<file path="config.mk">
export PLATFORM = sky130hd
export DESIGN_NAME = mc_mainctrl
export DESIGN_NICKNAME = d
export VERILOG_FILES = /design/src/rtl/mc_mainctrl.sv
export SDC_FILE = /design/constraint.sdc
export NUM_CORES = 1
export LEC_CHECK = 0
export BUFFER_PORTS_ARGS = -buffer_cell sky130_fd_sc_hd__buf_4
export CAP_MARGIN = 20
export CELL_PAD_IN_SITES_DETAIL_PLACEMENT = 0
export CELL_PAD_IN_SITES_GLOBAL_PLACEMENT = 1
export CORE_ASPECT_RATIO = 0.9
export CORE_MARGIN = 2
export CORE_UTILIZATION = 32
export CTS_CLUSTER_SIZE = 40
export DETAILED_ROUTE_END_ITERATION = 6
export PLACE_DENSITY_LB_ADDON = 0.1
export SLEW_MARGIN = 20
export SYNTH_ARGS = -nofsm -noshare
export SYNTH_HDL_FRONTEND = slang
export SYNTH_SLANG_ARGS = --single-unit
export TNS_END_PERCENT = 30
</file>
<file path="constraint.sdc">
create_clock -name clk -period 1.3 [get_ports clk]
set_input_delay 0.065 -clock clk [delete_from_list [all_inputs] [get_ports clk]]
set_output_delay 0.065 -clock clk [all_outputs]
set_load 0.02 [all_outputs]
</file>
<file path="src/rtl/mc_mainctrl.sv">
// Multicycle MIPS main control FSM with a memory wait-timeout abort.
// Optional BNE support is compiled in when MC_BNE_EN is defined.
module mc_mainctrl #(
  parameter int unsigned TIMEOUT = 255
) (
  input  logic       clk,
  input  logic       resetn,
  input  logic [5:0] op,
  input  logic       mem_ready,
  output logic       mem_req,
  output logic       iord,
  output logic       memwrite,
  output logic       irwrite,
  output logic       pcwrite,
  output logic       branch,
  output logic       branch_ne,
  output logic       regwrite,
  output logic       regdst,
  output logic       memtoreg,
  output logic       alusrca,
  output logic [1:0] alusrcb,
  output logic [1:0] pcsrc,
  output logic [1:0] aluop,
  output logic       illegal_op,
  output logic       bus_err,
  output logic [3:0] state_dbg
);

  localparam int CW = (TIMEOUT < 2) ? 1 : $clog2(TIMEOUT + 1);
  localparam logic [CW-1:0] TO_V = CW'(TIMEOUT);
  localparam bit TO_EN = (TIMEOUT != 0);

  localparam logic [5:0] OP_R    = 6'b000000;
  localparam logic [5:0] OP_LW   = 6'b100011;
  localparam logic [5:0] OP_SW   = 6'b101011;
  localparam logic [5:0] OP_BEQ  = 6'b000100;
  localparam logic [5:0] OP_ADDI = 6'b001000;
  localparam logic [5:0] OP_J    = 6'b000010;
`ifdef MC_BNE_EN
  localparam logic [5:0] OP_BNE  = 6'b000101;
`endif

  typedef enum logic [3:0] {
    S_FETCH  = 4'd0,
    S_DECODE = 4'd1,
    S_MEMADR = 4'd2,
    S_MEMRD  = 4'd3,
    S_MEMWB  = 4'd4,
    S_MEMWR  = 4'd5,
    S_EXEC   = 4'd6,
    S_ALUWB  = 4'd7,
    S_BRANCH = 4'd8,
    S_ADDIEX = 4'd9,
    S_ADDIWB = 4'd10,
    S_JUMP   = 4'd11
`ifdef MC_BNE_EN
    ,S_BNE   = 4'd12
`endif
  } state_e;

  state_e        state_q, state_d;
  logic [CW-1:0] cnt_q, cnt_d;
  logic          in_wait;
  logic          timeout_hit;

  logic mem_req_s, memwrite_s, irwrite_s, pcwrite_s, regwrite_s;

  assign in_wait     = (state_q == S_FETCH) || (state_q == S_MEMRD) ||
                       (state_q == S_MEMWR);
  // mem_ready in the same cycle as the limit is a normal completion.
  assign timeout_hit = TO_EN && in_wait && !mem_ready && (cnt_q == TO_V);

  always_ff @(posedge clk or negedge resetn) begin
    if (!resetn) begin
      state_q <= S_FETCH;
      cnt_q   <= '0;
    end else begin
      state_q <= state_d;
      cnt_q   <= cnt_d;
    end
  end

  // State changes out of a wait state only happen on mem_ready or timeout,
  // both of which clear the counter, so no separate change check is needed.
  always_comb begin
    cnt_d = '0;
    if (TO_EN && in_wait && !mem_ready && !timeout_hit) begin
      cnt_d = cnt_q + CW'(1);
    end
  end

  always_comb begin
    state_d = state_q;
    case (state_q)
      S_FETCH: begin
        if (mem_ready)        state_d = S_DECODE;
        else if (timeout_hit) state_d = S_FETCH;
      end
      S_DECODE: begin
        case (op)
          OP_LW, OP_SW: state_d = S_MEMADR;
          OP_R:         state_d = S_EXEC;
          OP_BEQ:       state_d = S_BRANCH;
          OP_ADDI:      state_d = S_ADDIEX;
          OP_J:         state_d = S_JUMP;
`ifdef MC_BNE_EN
          OP_BNE:       state_d = S_BNE;
`endif
          default:      state_d = S_FETCH;
        endcase
      end
      S_MEMADR: state_d = (op == OP_SW) ? S_MEMWR : S_MEMRD;
      S_MEMRD: begin
        if (mem_ready)        state_d = S_MEMWB;
        else if (timeout_hit) state_d = S_FETCH;
      end
      S_MEMWR: begin
        if (mem_ready || timeout_hit) state_d = S_FETCH;
      end
      S_EXEC:   state_d = S_ALUWB;
      S_ADDIEX: state_d = S_ADDIWB;
      default:  state_d = S_FETCH;
    endcase
  end

  always_comb begin
    mem_req_s  = 1'b0;
    iord       = 1'b0;
    memwrite_s = 1'b0;
    irwrite_s  = 1'b0;
    pcwrite_s  = 1'b0;
    branch     = 1'b0;
    branch_ne  = 1'b0;
    regwrite_s = 1'b0;
    regdst     = 1'b0;
    memtoreg   = 1'b0;
    alusrca    = 1'b0;
    alusrcb    = 2'b00;
    pcsrc      = 2'b00;
    aluop      = 2'b00;
    illegal_op = 1'b0;
    case (state_q)
      S_FETCH: begin
        mem_req_s = 1'b1;
        alusrcb   = 2'b01;
        irwrite_s = mem_ready;
        pcwrite_s = mem_ready;
      end
      S_DECODE: begin
        alusrcb = 2'b11;
        case (op)
          OP_LW, OP_SW, OP_R, OP_BEQ, OP_ADDI, OP_J: illegal_op = 1'b0;
`ifdef MC_BNE_EN
          OP_BNE:  illegal_op = 1'b0;
`endif
          default: illegal_op = 1'b1;
        endcase
      end
      S_MEMADR: begin
        alusrca = 1'b1;
        alusrcb = 2'b10;
      end
      S_MEMRD: begin
        mem_req_s = 1'b1;
        iord      = 1'b1;
      end
      S_MEMWB: begin
        memtoreg   = 1'b1;
        regwrite_s = 1'b1;
      end
      S_MEMWR: begin
        mem_req_s  = 1'b1;
        iord       = 1'b1;
        memwrite_s = 1'b1;
      end
      S_EXEC: begin
        alusrca = 1'b1;
        aluop   = 2'b10;
      end
      S_ALUWB: begin
        regdst     = 1'b1;
        regwrite_s = 1'b1;
      end
      S_BRANCH: begin
        alusrca = 1'b1;
        aluop   = 2'b01;
        branch  = 1'b1;
        pcsrc   = 2'b01;
      end
      S_ADDIEX: begin
        alusrca = 1'b1;
        alusrcb = 2'b10;
      end
      S_ADDIWB: begin
        regwrite_s = 1'b1;
      end
      S_JUMP: begin
        pcsrc     = 2'b10;
        pcwrite_s = 1'b1;
      end
`ifdef MC_BNE_EN
      S_BNE: begin
        alusrca   = 1'b1;
        aluop     = 2'b01;
        branch_ne = 1'b1;
        pcsrc     = 2'b01;
      end
`endif
      default: begin
        mem_req_s = 1'b0;
      end
    endcase
  end

  // Reset forces FETCH, whose Moore outputs would otherwise start an access.
  assign mem_req   = mem_req_s  & resetn;
  assign memwrite  = memwrite_s & resetn;
  assign irwrite   = irwrite_s  & resetn;
  assign pcwrite   = pcwrite_s  & resetn;
  assign regwrite  = regwrite_s & resetn;
  assign bus_err   = timeout_hit & resetn;
  assign state_dbg = state_q;

endmodule
</file>
==> results of run 1 <==
==> timing repair <==
item,in CTS,in global routing
setup buffers,8,4
hold endpoints to repair,12,0
gates resized for setup,31,19
setup endpoints to repair,28,29
pin swaps,4,4
hold buffers,1,0
==> through the flow <==
step                cells  instance area [um2]  hold slack (ps)
detailed placement    199                 1430            -63.9
finish                216                 1770              184
global route          216                 1770              190
global placement      199                 1430            -66.7
CTS                   212                 1650              191
floorplan             109                 1000             -231
==> synth_stat cells <==
master,count,area share [%]
a2111oi_0,1,0.92
conb_1,1,0.40
buf_4,3,2.4
nor4b_1,1,0.92
a21oi_1,2,1.1
nor3_1,7,3.7
o31a_1,1,0.92
or2_1,2,1.3
nand2b_1,3,2.0
and4b_1,1,1.1
and2_1,2,1.3
xor2_1,6,5.5
nor4_2,1,1.3
buf_2,2,1.1
nor3b_1,1,0.79
nand4_1,1,0.66
nand2_1,5,2.0
o22a_1,1,0.92
nand2b_4,2,2.9
or3_1,2,1.3
buf_6,1,1.2
a32o_1,1,1.1
nand3_1,3,1.6
nor2_2,7,4.6
o32a_2,1,1.2
nand4_4,1,2.2
a211o_1,1,0.92
inv_1,6,2.4
o211ai_1,2,1.6
nand3b_1,1,0.79
a21o_1,1,0.79
nor4b_2,1,1.6
clkbuf_1,1,0.40
nor2_1,9,3.6
o21ai_1,1,0.53
xnor2_1,3,2.8
o31ai_1,1,0.79
and3_1,4,2.6
a21boi_0,1,0.79
dfrtp_1,12,32
ha_1,1,1.3
o21ai_0,4,2.1
mux2i_1,1,1.1
==> metal layers <==
layer / wire [um] / vias up / global-route usage [%]
li1: - / 514 / -
met5: 0 / - / 0
met4: 0 / 0 / 2.13
met2: 1450 / 27 / 28.1
met3: 160 / 0 / 4.65
met1: 1540 / 530 / 29.1
==> power by group <==
part | internal (mW) | switching (mW)
Combinational | 0.958 | 0.915
Clock | 0.170 | 0.139
Sequential | 0.436 | 0.0734
==> worst max-delay path: cells and delay by family, from the launching register on <==
family	cells	cell delay (ps)
flip-flops	1	450
AO/OA/AOI/OAI	1	210
AND/OR/NAND/NOR	2	490
buffers and inverters	1	140
==> final cells by class <==
cell class              count  area (um2)  area share (%)
multi-input cells          84         739            41.9
flip-flops and latches     12         305            17.3
well taps                  40        50.0            2.83
inverters                   6        27.5            1.56
clock buffers               4        36.3            2.06
repair buffers             70         607            34.4
==> cell families (layout without fill, tap and decap cells) <==
logic type	Yosys count	after routing	share of synthesized area, %
AOI/OAI and AO/OA	18	18	13.6
xor gates and xnor gates	9	9	8.31
adders and majority gates	1	1	1.32
buffers and inverters	13	80	7.39
DFF	12	12	31.7
muxes	1	1	1.06
other	1	1	0.395
and+or+nand+nor	54	54	36.3
==> sequential cells by signal, summed over array words and instances (netlist names) <==
register / flops
cnt_q: 8
state_dbg: 4
==> layout by cell type, fill, tap and decap left out, types with 4 or more instances in the layout <==
| cell type | count |
|---|---|
| nor2_2 | 10 |
| dfrtp_2 | 4 |
| dfrtp_1 | 8 |
| buf_4 | 50 |
| nand2b_4 | 5 |
| inv_1 | 5 |
| buf_6 | 17 |
| nor2_1 | 4 |
| xor2_1 | 5 |
==> worst max path at each step <==
| stage | startpoint | to | slack (ps) | depth (start not counted) |
|---|---|---|---|---|
| 4_1_cts | state_dbg[3]$_DFFE_PN0P_ | bus_err | -320 | 4 |
| 5_1_grt | state_dbg[3]$_DFFE_PN0P_ | bus_err | -390 | 4 |
| 2_1_floorplan | state_dbg[3]$_DFFE_PN0P_ | state_dbg[0]$_DFFE_PN0P_ | -190 | 5 |
| 3_5_place_dp | cnt_q[1]$_DFF_PN0_ | state_dbg[2]$_DFFE_PN0P_ | -130 | 4 |
| 3_3_place_gp | state_dbg[2]$_DFFE_PN0P_ | state_dbg[0]$_DFFE_PN0P_ | -70 | 4 |
| 6_report | state_dbg[3]$_DFFE_PN0P_ | bus_err | -340 | 4 |
==> results.tsv, run 1 <==
metric	value	unit
Synth Area per Inst	8.70	um2
R2R setup slack	-260	ps
Final min period	1640	ps
Max Buffers Root-to-Sink	2	
number of global-route vias before repair	1049	
FF+latch count, synth	12	
hold path depth	3	
R2R depth	5	
crit path cell chain	or3_4, o32a_4, nor3_4, buf_6	
Largest stage delay, worst path	450	ps
Die ar.	0.00342	mm2
Die W	61.4	um
violated checks	negative setup slack	
largest net degree at the start of global routing	13	
critical path's slowest cell	dfrtp_2	
CTS Buf Count	3	
synthesis warning total	0	
setup_tns	-6300	ps
post-route setup slack	-339	ps
library cells used by synthesis	43	
Mapped Cells	109	
Min-Delay Path Class	input port to flop	
Setup crit end kind	output port	
Core Rows	18	
clk_lat worst skew	280	ps
Die Ht	55.6	um
initial antenna violation count	0	
Hold EP	state_dbg[3]$_DFFE_PN0P_	
fin crit share	126	%
final hold vios	0	
crit path kind	flop to output port	
drt wl/cell	14.6	um
first-pass GRT wire length	4940	um
pwr dens	1520	mW/mm2
routability cong.	0.787	
CP Launch Type	flop	
vias per std cell	4.96	
Clock Sinks	12	
GRT Resource Usage Total	19.1	%
antenna diode count	0	
antenna-violating nets left	0	
Detailed Routing Iterations Pass 1	4	
Final Max Slew Viols	0	
H-tree depth	1	
final core utilization	63.2	%
fmax	610	MHz
Leak	0.830	nW
clock slew at the register clock pins of the worst setup and hold paths	90	ps
Starting Density	34.0	%
syn nets	119	
# IOs	32	
Mapped Area	948	um2
slew of the pin with the lowest slew margin	581	ps
worst reg2reg endpoint	state_dbg[0]$_DFFE_PN0P_	
final total power	2.69	mW
CTS tree	built	
Post-route DRC	0	
gr ovfl total	0	
CP Data Arrival Time	1570	ps
CP required	1240	ps
starting DRC count in detailed routing	15	
port buffer count	30	
HPWL after detailed placement	2110	um
Syn-to-layout area delta	86.1	%
min-delay src	op[4]	
RSZ-0062 raised after global routing	true	
crit path max fanout	3	
via count	1071	
Final setup violation count	30	
final WL	3140	um
reg2reg start	state_dbg[3]$_DFFE_PN0P_	
outcome	complete, but fails checks	
Peak VDD IR	0.805	mV
Clock Skew	4.86	ps
Core Region	0.00279	mm2
Post-layout nets	187	
Max-Cap Viols	0	
Clock Tree Root	clkbuf_4	
Fillers	268	
pre-CTS WS	-125	ps
register area share after synthesis	31.7	%
Relative slew margins	61.1	%
share of cells above drive strength 1	64.2	%
Note: power is estimated with default switching activity, not from simulation.
==> run 2, diff against run 1 <==
--- a/config.mk
+++ b/config.mk
@@ -14,7 +14,8 @@
 export CORE_UTILIZATION = 32
 export CTS_CLUSTER_SIZE = 40
 export DETAILED_ROUTE_END_ITERATION = 6
-export PLACE_DENSITY_LB_ADDON = 0.1
+export PLACE_DENSITY_LB_ADDON = 0.08
+export RECOVER_POWER = 100
 export SLEW_MARGIN = 20
 export SYNTH_ARGS = -nofsm -noshare
 export SYNTH_HDL_FRONTEND = slang
==> run 2 against run 1 <==
Net effect:
- the flow still finishes with violations (negative setup slack)
- cell count fell by 1.9%
- first-iteration DRC count increased by 40%
- wire length fell by 0.73%
- clock power increased by 2%
- combinational power hardly changed
- non-clock buffer count down 4
- largest power group unchanged
- highest routed layer is now met4
==> results.tsv, run 2 (synthesis gave the netlist of run 1 again) <==
metric	value	unit
outcome	complete, but fails checks	
violated checks	negative setup slack	
CTS Buf Count	3	
initial antenna violation count	0	
Core Rows	18	
HPWL after detailed placement	2110	um
starting DRC count in detailed routing	21	
Clock Skew	14.9	ps
clock slew at the register clock pins of the worst setup and hold paths	90	ps
placed cell areas	0.00142	mm2
Final min period	1650	ps
Comb pwr share	68.7	%
antenna-violating nets left	0	
CP required	1240	ps
Min Hold Slack	164	ps
part of the power in registers	19.4	%
largest net degree at the start of global routing	13	
slew of the pin with the lowest slew margin	593	ps
R2R depth	5	
met3 GRT Util	5.35	%
CP Launch Type	flop	
GRT met2 Usage	24.3	%
CTS tree	built	
Core Region	0.00279	mm2
H-tree depth	1	
final hold vios	0	
crit path kind	flop to output port	
# placed instances	198	
switching share of power	42.5	%
fmax	606	MHz
Leak	0.827	nW
post-route setup slack	-351	ps
met1 usage	27.0	%
pwr dens	1510	mW/mm2
clk_lat worst skew	290	ps
Syn-to-layout area delta	86.1	%
CP Data Arrival Time	1590	ps
Top Usage Layer GRT	met1	
share of cells above drive strength 1	62.2	%
first-pass GRT wire length	4570	um
antenna diode count	0	
RSZ-0062 raised after global routing	true	
Die W	61.4	um
Detailed Routing Iterations Pass 1	4	
# IOs	32	
final WL	3120	um
Clock Tree Root	clkbuf_4	
Final Max Slew Viols	0	
Clock Sinks	12	
Final setup violation count	28	
gr ovfl total	0	
routability cong.	0.897	
port buffer count	30	
drt wl/cell	14.7	um
Max-Cap Viols	0	
Post-layout nets	183	
Die ar.	0.00342	mm2
number of global-route vias before repair	980	
highest-count cells in the layout ignoring fill and taps	buf_4, buf_6, nor2_2, dfrtp_1, nor2_1	
via count	1039	
final total power	2.67	mW
GRT Resource Usage Total	17.6	%
Biggest register	cnt_q	
Starting Density	34.0	%
Max Buffers Root-to-Sink	2	
hold path depth	3	
Peak VDD IR	0.791	mV
Clk network pwr share	11.8	%
Int Pwr	1.53	mW
Setup crit end kind	output port	
max FFs per register	8	
Post-route DRC	0	
fin crit share	127	%
Min-Delay Path Class	input port to flop	
post-route design area	0.00177	mm2
Finished Layout Cells	212	
crit path max fanout	4	
Die Ht	55.6	um
vias per std cell	4.90	
Relative slew margins	60.3	%
commonest non-fill, non-tap cell in the layout	buf_4	
P_sw	1.14	mW
Fillers	262	
-- run 2: changes by cell type in the layout (fill, tap and decap cells not counted), moves of 2 or more --
cell	delta
buf_8	-2
buf_6	+7
nor2_1	+2
buf_4	-11
nand2_2	-2
-- run 2: worst paths after layout --
| path | from | endpoint | slack (ps) |
|---|---|---|---|
| worst max-delay path | state_dbg[3]$_DFFE_PN0P_ | bus_err | -350 |
| worst min-delay path | op[4] | state_dbg[3]$_DFFE_PN0P_ | 160 |
| worst max register to register | state_dbg[3]$_DFFE_PN0P_ | state_dbg[2]$_DFFE_PN0P_ | -170 |
| worst min register to register | cnt_q[0]$_DFF_PN0_ | cnt_q[0]$_DFF_PN0_ | 540 |
| max in group asynchronous | resetn | state_dbg[1]$_DFFE_PN0P_ | 340 |
| min in group asynchronous | resetn | cnt_q[6]$_DFF_PN0_ | 520 |
-- run 2: power groups by stage --
stage / clock network [mW] / logic, mW / registers (mW)
2_1_floorplan: 0 / 0.747 / 0.527
3_3_place_gp: 0 / 1.42 / 0.494
3_5_place_dp: 0 / 1.41 / 0.498
4_1_cts: 0.322 / 1.64 / 0.504
5_1_grt: 0.343 / 1.94 / 0.527
6_report: 0.315 / 1.84 / 0.519
-- run 2: metrics by stage --
| stage | util, % | setup TNS, ps | setup slack [ps] |
|---|---|---|---|
| 2_1_floorplan | - | -2560 | -189 |
| 3_3_place_gp | 50.9 | -657 | -70.8 |
| 3_5_place_dp | 50.9 | -704 | -85.0 |
| 4_1_cts | 58.3 | -4750 | -342 |
| 5_1_grt | 63.2 | -6130 | -392 |
| 6_report | 63.2 | -4710 | -351 |
-- run 2: area by class of cell --
class / count / area (um2) / share of cell area (%)
Sequential cell: 12 / 305 / 17.3
Clock buffer: 4 / 36.3 / 2.06
Tap cell: 40 / 50.0 / 2.83
Multi-Input combinational cell: 84 / 742 / 42.0
Timing Repair Buffer: 66 / 597 / 33.8
Inverter: 6 / 35.0 / 1.98
-- run 2: per-layer routing --
layer	vias to the layer above	routed length (um)
met5	-	0
met4	0	31
met3	4	154
met2	28	1460
met1	499	1480
li1	508	-
-- run 2: critical path: stages (launching register included) --
cell and delay (ps):
dfrtp_2 440, or3_1 370, o32a_4 230, nor3_4 130, buf_6 140
-- run 2: repair_timing --
action | in CTS | in global routing
gates resized for setup | 31 | 25
hold buffers | 1 | 0
cloned | 0 | 0
pin swaps | 6 | 4
setup endpoints to repair | 27 | 28
hold endpoints to repair | 12 | 0
setup buffers | 5 | 4
==> run 3, diff against run 2 <==
--- a/config.mk
+++ b/config.mk
@@ -14,8 +14,10 @@
 export CORE_UTILIZATION = 32
 export CTS_CLUSTER_SIZE = 40
 export DETAILED_ROUTE_END_ITERATION = 6
+export GPL_TIMING_DRIVEN = 0
 export PLACE_DENSITY_LB_ADDON = 0.08
 export RECOVER_POWER = 100
+export REMOVE_ABC_BUFFERS = 1
 export SLEW_MARGIN = 20
 export SYNTH_ARGS = -nofsm -noshare
 export SYNTH_HDL_FRONTEND = slang
==> run 3 against run 2 <==
Net effect:
- the run still ends with negative setup slack left
- core utilization fell by 7.9 points
- non-clock buffer count decreased by 17
- first-iteration DRC count increased by 52%
- global-route usage decreased by 1.2 points
- sequential share of layout area is 2.5 points higher
- cell count down 8.0%
- flip-flop and latch count unchanged
- clock skew down 14 ps
- via count decreased by 8.5%
- worst setup slack gained 4.9 ps
- wire length shrank 14%
- critical endpoint unchanged
- largest power group unchanged
==> results.tsv, run 3 (synthesis gave the netlist of run 1 again) <==
metric	value	unit
HPWL after detailed placement	1740	um
CP bufs+invs	1	
Leak	0.712	nW
Core Region	0.00279	mm2
Post-layout nets	166	
Die Ht	55.6	um
outcome	complete, but fails checks	
commonest non-fill, non-tap cell in the layout	buf_4	
violated checks	negative setup slack	
Die ar.	0.00342	mm2
final total power	2.32	mW
Setup crit end kind	output port	
final WL	2690	um
fin crit share	127	%
via count	951	
post-route design area	0.00155	mm2
Syn-to-layout area delta	62.9	%
RSZ-0062 raised after global routing	true	
Die W	61.4	um
first-pass GRT wire length	4310	um
antenna-violating nets left	0	
Starting Density	34.0	%
initial antenna violation count	0	
Biggest register	cnt_q	
Clock Sinks	12	
Detailed Routing Iterations Pass 1	4	
Max Buffers Root-to-Sink	2	
CP required	1240	ps
H-tree depth	1	
GRT Resource Usage Total	16.4	%
Final Max Slew Viols	0	
# placed instances	172	
Min-Delay Path Class	input port to flop	
Final setup violation count	29	
Relative slew margins	59.6	%
slew of the pin with the lowest slew margin	604	ps
R2R setup slack	-290	ps
pwr dens	1500	mW/mm2
Max-Cap Viols	0	
clk_lat worst skew	280	ps
Core Rows	18	
starting DRC count in detailed routing	32	
clock slew at the register clock pins of the worst setup and hold paths	80	ps
crit path kind	flop to output port	
highest-count cells in the layout ignoring fill and taps	buf_4, nor2_2, dfrtp_1, buf_6, nor2_1	
# IOs	32	
Finished Layout Cells	195	
Crit path max-delay family	simple AND/OR/NAND/NOR gates	
share of cells above drive strength 1	56.8	%
largest net degree at the start of global routing	13	
CTS tree	built	
setup_tns	-4840	ps
Clock Skew	1.02	ps
Final min period	1650	ps
crit path cell chain	or3_4, o32a_4, nor3_4, buf_6	
max FFs per register	8	
antenna diode count	0	
Largest stage delay, worst path	460	ps
critical path's slowest cell	dfrtp_2	
number of global-route vias before repair	903	
drt wl/cell	13.8	um
port buffer count	30	
crit path max fanout	6	
placed cell areas	0.00118	mm2
CP Launch Type	flop	
Clock Tree Root	clkbuf_4	
CTS Buf Count	3	
fmax	608	MHz
gr ovfl total	0	
post-route setup slack	-346	ps
routability cong.	0.829	
CP Data Arrival Time	1580	ps
final hold vios	0	
Post-route DRC	0	
vias per std cell	4.88	
Peak VDD IR	0.742	mV
Min Hold Slack	151	ps
## run 3: worst min-delay path: cells and delay by family
| family | cells | cell delay [ps] |
|---|---|---|
| buffers and inverters | 1 | 130 |
| AND/OR/NAND/NOR | 2 | 110 |
| AO/OA/AOI/OAI | 1 | 80 |
## run 3: worst paths after layout
| check | cells after the start | startpoint | endpoint |
|---|---|---|---|
| setup reg to reg | 5 | state_dbg[3]$_DFFE_PN0P_ | state_dbg[0]$_DFFE_PN0P_ |
| max in group asynchronous | 2 | resetn | state_dbg[3]$_DFFE_PN0P_ |
| setup / recovery | 4 | state_dbg[3]$_DFFE_PN0P_ | bus_err |
| hold / removal | 4 | mem_ready | state_dbg[1]$_DFFE_PN0P_ |
| hold reg to reg | 2 | cnt_q[0]$_DFF_PN0_ | cnt_q[0]$_DFF_PN0_ |
| min in group asynchronous | 2 | resetn | cnt_q[6]$_DFF_PN0_ |
## run 3: what timing repair did
action | in CTS | in global routing
setup buffers | 13 | 5
hold buffers | 1 | 0
gates resized for setup | 34 | 14
endpoints found under the setup margin | 30 | 29
endpoints found under the hold margin | 12 | 0
pin swaps | 11 | 3
## run 3: through the flow
step,util (%),setup slack [ps]
detailed placement,42.1,-487
global route,55.3,-398
floorplan,-,-769
CTS,52.2,-346
global placement,42.1,-452
finish,55.3,-346
## run 3: area by class of cell
cell class	count	area, um2
Tap cell	40	50.0
Timing Repair Buffer	49	397
Multi-Input combinational cell	84	729
Inverter	6	27.5
Sequential cell	12	305
Clock buffer	4	36.3
Fill cell	291	1250
## run 3: routing by layer
layer  global-route usage, %  part of all wire, %  vias to the layer above
li1                        -                    -                      471
met1                    24.1                   48                      452
met2                    25.2                   46                       26
met3                    4.19                  4.8                        2
met4                    1.52                 0.52                        0
met5                       0                    0                        -
## run 3: power breakdown
part	switching [mW]	internal, mW
Sequential	0.101	0.436
Clock	0.138	0.170
Combinational	0.779	0.699
